==> src/rtl/f1_issue_unit.sv <==
// Issue front end for the combinational F1 unit: registers requests onto the F1
// input bus, captures the result one cycle later and returns it through an in-order FIFO.
module f1_issue_unit #(
  parameter int WIDTH = 32,
  parameter int TAG_W = 4,
  parameter int DEPTH = 4
) (
  input  logic             clk,
  input  logic             rst,
  input  logic             req_valid,
  output logic             req_ready,
  input  logic [3:0]       req_f,
  input  logic [WIDTH-1:0] req_a,
  input  logic [WIDTH-1:0] req_b,
  input  logic [WIDTH-1:0] req_c,
  input  logic [TAG_W-1:0] req_tag,
  output logic [3:0]       fu_f,
  output logic [WIDTH-1:0] fu_in0,
  output logic [WIDTH-1:0] fu_in1,
  output logic [WIDTH-1:0] fu_in2,
  input  logic [WIDTH-1:0] fu_out,
  output logic             rsp_valid,
  input  logic             rsp_ready,
  output logic [WIDTH-1:0] rsp_data,
  output logic [TAG_W-1:0] rsp_tag,
  output logic [15:0]      ops_done
);

  localparam int PTR_W = (DEPTH > 1) ? $clog2(DEPTH) : 1;
  localparam int CNT_W = PTR_W + 1;

  // Valid/ready: a transfer happens on a rising edge where valid && ready are
  // both high; ready never depends combinationally on the same-side valid.

  // S1 / F1 input bus registers
  logic [3:0]       fu_f_q,   fu_f_d;
  logic [WIDTH-1:0] fu_in0_q, fu_in0_d;
  logic [WIDTH-1:0] fu_in1_q, fu_in1_d;
  logic [WIDTH-1:0] fu_in2_q, fu_in2_d;
  logic [TAG_W-1:0] s1_tag_q, s1_tag_d;
  logic             s1_valid_q, s1_valid_d;

  // Response FIFO state
  logic [PTR_W-1:0] wr_ptr_q, wr_ptr_d;
  logic [PTR_W-1:0] rd_ptr_q, rd_ptr_d;
  logic [CNT_W-1:0] count_q,  count_d;
  logic [15:0]      ops_done_q, ops_done_d;
  logic [WIDTH-1:0] data_mem_q [DEPTH];
  logic [WIDTH-1:0] data_mem_d [DEPTH];
  logic [TAG_W-1:0] tag_mem_q  [DEPTH];
  logic [TAG_W-1:0] tag_mem_d  [DEPTH];

  logic req_accept;
  logic push;
  logic pop;
  logic [CNT_W:0] committed;

  // Slots already owed to the FIFO: stored entries plus the one in S1.
  // Built only from flops so the request side never sees rsp_ready.
  assign committed = {1'b0, count_q} + {{CNT_W{1'b0}}, s1_valid_q};
  assign req_ready = committed < (CNT_W + 1)'(DEPTH);

  assign req_accept = req_valid && req_ready;
  assign push       = s1_valid_q;
  assign rsp_valid  = (count_q != '0);
  assign pop        = rsp_valid && rsp_ready;

  assign fu_f     = fu_f_q;
  assign fu_in0   = fu_in0_q;
  assign fu_in1   = fu_in1_q;
  assign fu_in2   = fu_in2_q;
  assign rsp_data = data_mem_q[rd_ptr_q];
  assign rsp_tag  = tag_mem_q[rd_ptr_q];
  assign ops_done = ops_done_q;

  // Stage S1: bus holds its last value when idle to avoid toggling F1.
  always_comb begin
    fu_f_d     = fu_f_q;
    fu_in0_d   = fu_in0_q;
    fu_in1_d   = fu_in1_q;
    fu_in2_d   = fu_in2_q;
    s1_tag_d   = s1_tag_q;
    s1_valid_d = 1'b0;
    if (req_accept) begin
      fu_f_d     = req_f;
      fu_in0_d   = req_a;
      fu_in1_d   = req_b;
      fu_in2_d   = req_c;
      s1_tag_d   = req_tag;
      s1_valid_d = 1'b1;
    end
  end

  always_comb begin
    wr_ptr_d   = wr_ptr_q;
    rd_ptr_d   = rd_ptr_q;
    count_d    = count_q;
    ops_done_d = ops_done_q;
    data_mem_d = data_mem_q;
    tag_mem_d  = tag_mem_q;
    if (push) begin
      data_mem_d[wr_ptr_q] = fu_out;
      tag_mem_d[wr_ptr_q]  = s1_tag_q;
      wr_ptr_d             = wr_ptr_q + PTR_W'(1);
    end
    if (pop) begin
      rd_ptr_d   = rd_ptr_q + PTR_W'(1);
      ops_done_d = ops_done_q + 16'd1;
    end
    case ({push, pop})
      2'b10:   count_d = count_q + CNT_W'(1);
      2'b01:   count_d = count_q - CNT_W'(1);
      default: count_d = count_q;
    endcase
  end

  always_ff @(posedge clk or posedge rst) begin
    if (rst) begin
      fu_f_q     <= '0;
      fu_in0_q   <= '0;
      fu_in1_q   <= '0;
      fu_in2_q   <= '0;
      s1_tag_q   <= '0;
      s1_valid_q <= 1'b0;
      wr_ptr_q   <= '0;
      rd_ptr_q   <= '0;
      count_q    <= '0;
      ops_done_q <= '0;
    end else begin
      fu_f_q     <= fu_f_d;
      fu_in0_q   <= fu_in0_d;
      fu_in1_q   <= fu_in1_d;
      fu_in2_q   <= fu_in2_d;
      s1_tag_q   <= s1_tag_d;
      s1_valid_q <= s1_valid_d;
      wr_ptr_q   <= wr_ptr_d;
      rd_ptr_q   <= rd_ptr_d;
      count_q    <= count_d;
      ops_done_q <= ops_done_d;
    end
  end

  // Storage needs no reset: entries are only observed while counted valid.
  always_ff @(posedge clk) begin
    data_mem_q <= data_mem_d;
    tag_mem_q  <= tag_mem_d;
  end

endmodule
==> config.mk <==
export PLATFORM = sky130hd
export DESIGN_NAME = f1_issue_unit
export DESIGN_NICKNAME = d
export VERILOG_FILES = /design/src/rtl/f1_issue_unit.sv
export SDC_FILE = /design/constraint.sdc
export NUM_CORES = 1
export LEC_CHECK = 0
export CAP_MARGIN = 20
export CORE_UTILIZATION = 45
export DETAILED_ROUTE_END_ITERATION = 6
export HOLD_SLACK_MARGIN = 0.05
export PLACE_DENSITY = 0.76
export RECOVER_POWER = 100
export SLEW_MARGIN = 30
export SYNTH_ARGS = -nofsm -noshare
export SYNTH_HDL_FRONTEND = slang
export SYNTH_SLANG_ARGS = --single-unit
export TNS_END_PERCENT = 50
==> constraint.sdc <==
create_clock -name clk -period 6.9 [get_ports clk]
set_input_delay 1.38 -clock clk [delete_from_list [all_inputs] [get_ports clk]]
set_output_delay 1.38 -clock clk [all_outputs]
set_load 0.01 [all_outputs]
==> impl_metrics.ini <==
[setup_path]
worst-endpoint-required_ns = 7.36
timing.critical_path.slowest_stage_cell = sky130_fd_sc_hd__clkinvlp_2
critical_path_peak_fanout = 82
crit_path_end_kind = async pin
reg2reg_from = push
start_kind = primary input
path_class = primary input to async pin
r2r.worst_path.cells = 3
critical_path_cell_count = 3
timing.critical_path.cells = dlygate4sd3_1 -> clkinvlp_2 -> clkbuf_2
max_stage_delay_ns = 2.03
critical_path.reg2reg.endpoint = fu_in2[0]
worst-r2r-setup-slack_ns = 3.56
critical_path.top_delay_family = buffers and inverters
critPathBufInv = 3
cp.arrival_ns = 5.19

[synthesis]
synthesis.area_um2 = 10400
postSynthCellCount = 507
muxShareOfSynthArea = 0.209
synth_top_family_by_area = multiplexers
top_reg_cell_synth = sky130_fd_sc_hd__edfxtp_1
synth_sequential_area_ratio = 0.724
syn-mean-instance-area_um2 = 20.5
synth_fa_ha_area_frac = 0.00914
synth_async_sr_flop_share = 0.471
syn_nets = 654
fraction_of_the_mapped_netlist_area_in_compound_gates = 0.00613
synth-seq-cells = 272
post_synth_and_or_nand_nor_area_fraction = 0.0178
ys_types = 31
synthXorXnorAreaFrac = 0.0177
synth-edff-count = 144
yosys_warnings = 0

[clock_network]
clock_sink_count = 272
post_cts.resized_instances = 0
cts_max_path_buffers = 3
clock_tree.htree_level_count = 1
clk-insertion-delay-late_ns = 0.55
number_of_buffers_created_by_cts = 28
cts_tree = yes
clk_root_buffer_cell = sky130_fd_sc_hd__clkbuf_16
clkSlewWorstSetupHoldPaths_ns = 0.06
cts_hold_buffers = 0
cts.repair_timing.setup_buffer_count = 0

[floorplanning]
fp.dieW_um = 154
io_pins = 294
placementRows = 55
placeableCoreArea_um2 = 22600
die_area_um2 = 23700
die_h_um = 154
start_util = 0.459

[grt]
pin_count_of_the_biggest_net_entering_global_routing = 106
wire_length_of_the_first_global_routing_pass_um = 36300
grt_pass1_vias = 6344
grt_antenna_before_repair = 0
overflow = 0
grt.total_usage = 0.201

[power_and_ir_drop]
power.leakage_nw = 5.47
irDropWorstVdd_mv = 0.267
power_density_nw_per_um2 = 431
p_total_mw = 6.17

[routing]
via_per_inst = 5.10
drtAntennaViolNets = 0
remaining_drc_errors = 0
routedWlPerCell_um = 20.8
drt_pass1_iterations = 4
vias = 5713
drt_first_iter_violations = 182
routed_wl_um = 23300

[finish]
area.growth.synth_to_final_pct = 37.6
fin_nets = 960
drive_above_1_share = 0.171
antenna_cells = 0
final.fill_count = 1635

[run]
maxCapViolations = 6

[outcome]
violations = max-capacitance violations, max-slew violations
status = complete, but fails checks

[timing]
setup_repair_after_global_routing_missed_its_margin = no
finalCritPeriodShare = 0.686
slew_violations = 338
total_negative_setup_slacks_ns = 0
skew_ns = 0.0221
post-route-min-period_ns = 4.73
worstMarginPinSlew_ns = 3.58
timing.slew.headroom = -1.40
finalSetupViolations = 0
final_hold_viol_count = 0
timing.fmax_mhz = 211

[min_path]
worstHoldPathCells = 1
worstHoldStart = ops_done[15]
hold-path-endpoint = ops_done[15]
min-delay-path-class = register to register

[placement]
port-buffer-count = 293
finalWeightedCongestion = 0.817
post-dp-hpwl_um = 15200
==> where the power goes <==
part           switching (mW)  internal, mW  leakage [nW]
registers               0.303          2.22          2.84
clock network           0.620         0.951         0.479
logic                   0.882          1.19          2.15
==> cell usage after synthesis (2+ instances only) <==
library cell	number	share of area
sky130_fd_sc_hd__edfxtp_1	144	0.42
sky130_fd_sc_hd__dfrtp_1	128	0.31
sky130_fd_sc_hd__mux2_2	55	0.060
sky130_fd_sc_hd__mux2_4	49	0.071
sky130_fd_sc_hd__mux4_2	36	0.078
sky130_fd_sc_hd__xnor2_1	12	0.010
sky130_fd_sc_hd__buf_2	10	0.0048
sky130_fd_sc_hd__inv_1	9	0.0032
sky130_fd_sc_hd__xor2_1	9	0.0076
sky130_fd_sc_hd__nand2_1	8	0.0029
sky130_fd_sc_hd__buf_6	6	0.0065
sky130_fd_sc_hd__ha_1	6	0.0072
sky130_fd_sc_hd__nand4_1	6	0.0036
sky130_fd_sc_hd__and2_1	4	0.0024
sky130_fd_sc_hd__nand3_1	4	0.0019
sky130_fd_sc_hd__nor2_1	4	0.0014
sky130_fd_sc_hd__and3_1	2	0.0012
sky130_fd_sc_hd__buf_1	2	0.00072
==> layout make-up <==
type,instances,area [um^2],share of cell area
inverter,9,35.0,0.00245
timing repair buffer,296,2950,0.206
clock inverter,15,194,0.0135
clock buffer,37,785,0.0548
sequential,272,7530,0.526
multi-input combinational,206,2470,0.172
tap,285,357,0.0249
==> metal layers <==
metal | track usage | up-vias | wire [um]
met5 | 0 | - | 0
met4 | 0.0524 | 0 | 587
met3 | 0.0702 | 42 | 2130
met2 | 0.340 | 249 | 11700
met1 | 0.246 | 2879 | 8860
li1 | - | 2543 | -
==> cell families after synthesis <==
| family | count (synthesis) |
|---|---|
| fa+ha+maj | 7 |
| flops | 272 |
| compound gates | 4 |
| simple gates | 33 |
| mux | 141 |
| buf+inv | 29 |
| xor+xnor | 21 |
==> stage by stage <==
| stage | hold WS [ns] | util | instances | setup WS (ns) | cell area [um^2] |
|---|---|---|---|---|---|
| after floorplan | 0.471 | - | 507 | 2.11 | 10400 |
| after global placement | 0.466 | 0.600 | 1067 | 3.34 | 13600 |
| after detailed placement | 0.471 | 0.600 | 1067 | 3.29 | 13600 |
| after global routing | 0.501 | 0.632 | 1120 | 1.35 | 14300 |
| final | 0.476 | 0.632 | 1120 | 2.17 | 14300 |
| after CTS | 0.481 | 0.644 | 1119 | 2.68 | 14600 |
==> cells in the final DEF, fill, tap and decap left out, drive strengths merged, types with 6 or more instances in the layout <==
cell and instances:
nand4 6, clkbuf 39, edfxtp 144, clkinv 8
dfrtp 128, xnor2 12, mux2 104, nand2 9
inv 9, clkdlybuf4s50 106, dlygate4sd3 187, ha 6
mux4 36, xor2 9
==> flip-flops by register name (all words and copies together) (netlist names) <==
register / cells
count_q: 3
data_mem_q: 128
fu_f: 4
fu_in0: 32
fu_in1: 32
fu_in2: 32
ops_done: 16
push: 1
rd_ptr_q: 2
s1_tag_q: 4
tag_mem_q: 16
wr_ptr_q: 2
==> how the worst max path moves through the flow <==
stage,slack [ns],to,start
after floorplan,2.11,count_q[0],rst
after global placement,3.34,rsp_tag[2],rd_ptr_q[0]
after detailed placement,3.29,rsp_tag[2],rd_ptr_q[0]
after CTS,2.68,rsp_data[2],rd_ptr_q[0]
after global routing,1.35,fu_in2[19],rst
final,2.17,fu_in2[19],rst
Power figures use the tool's default switching activity.
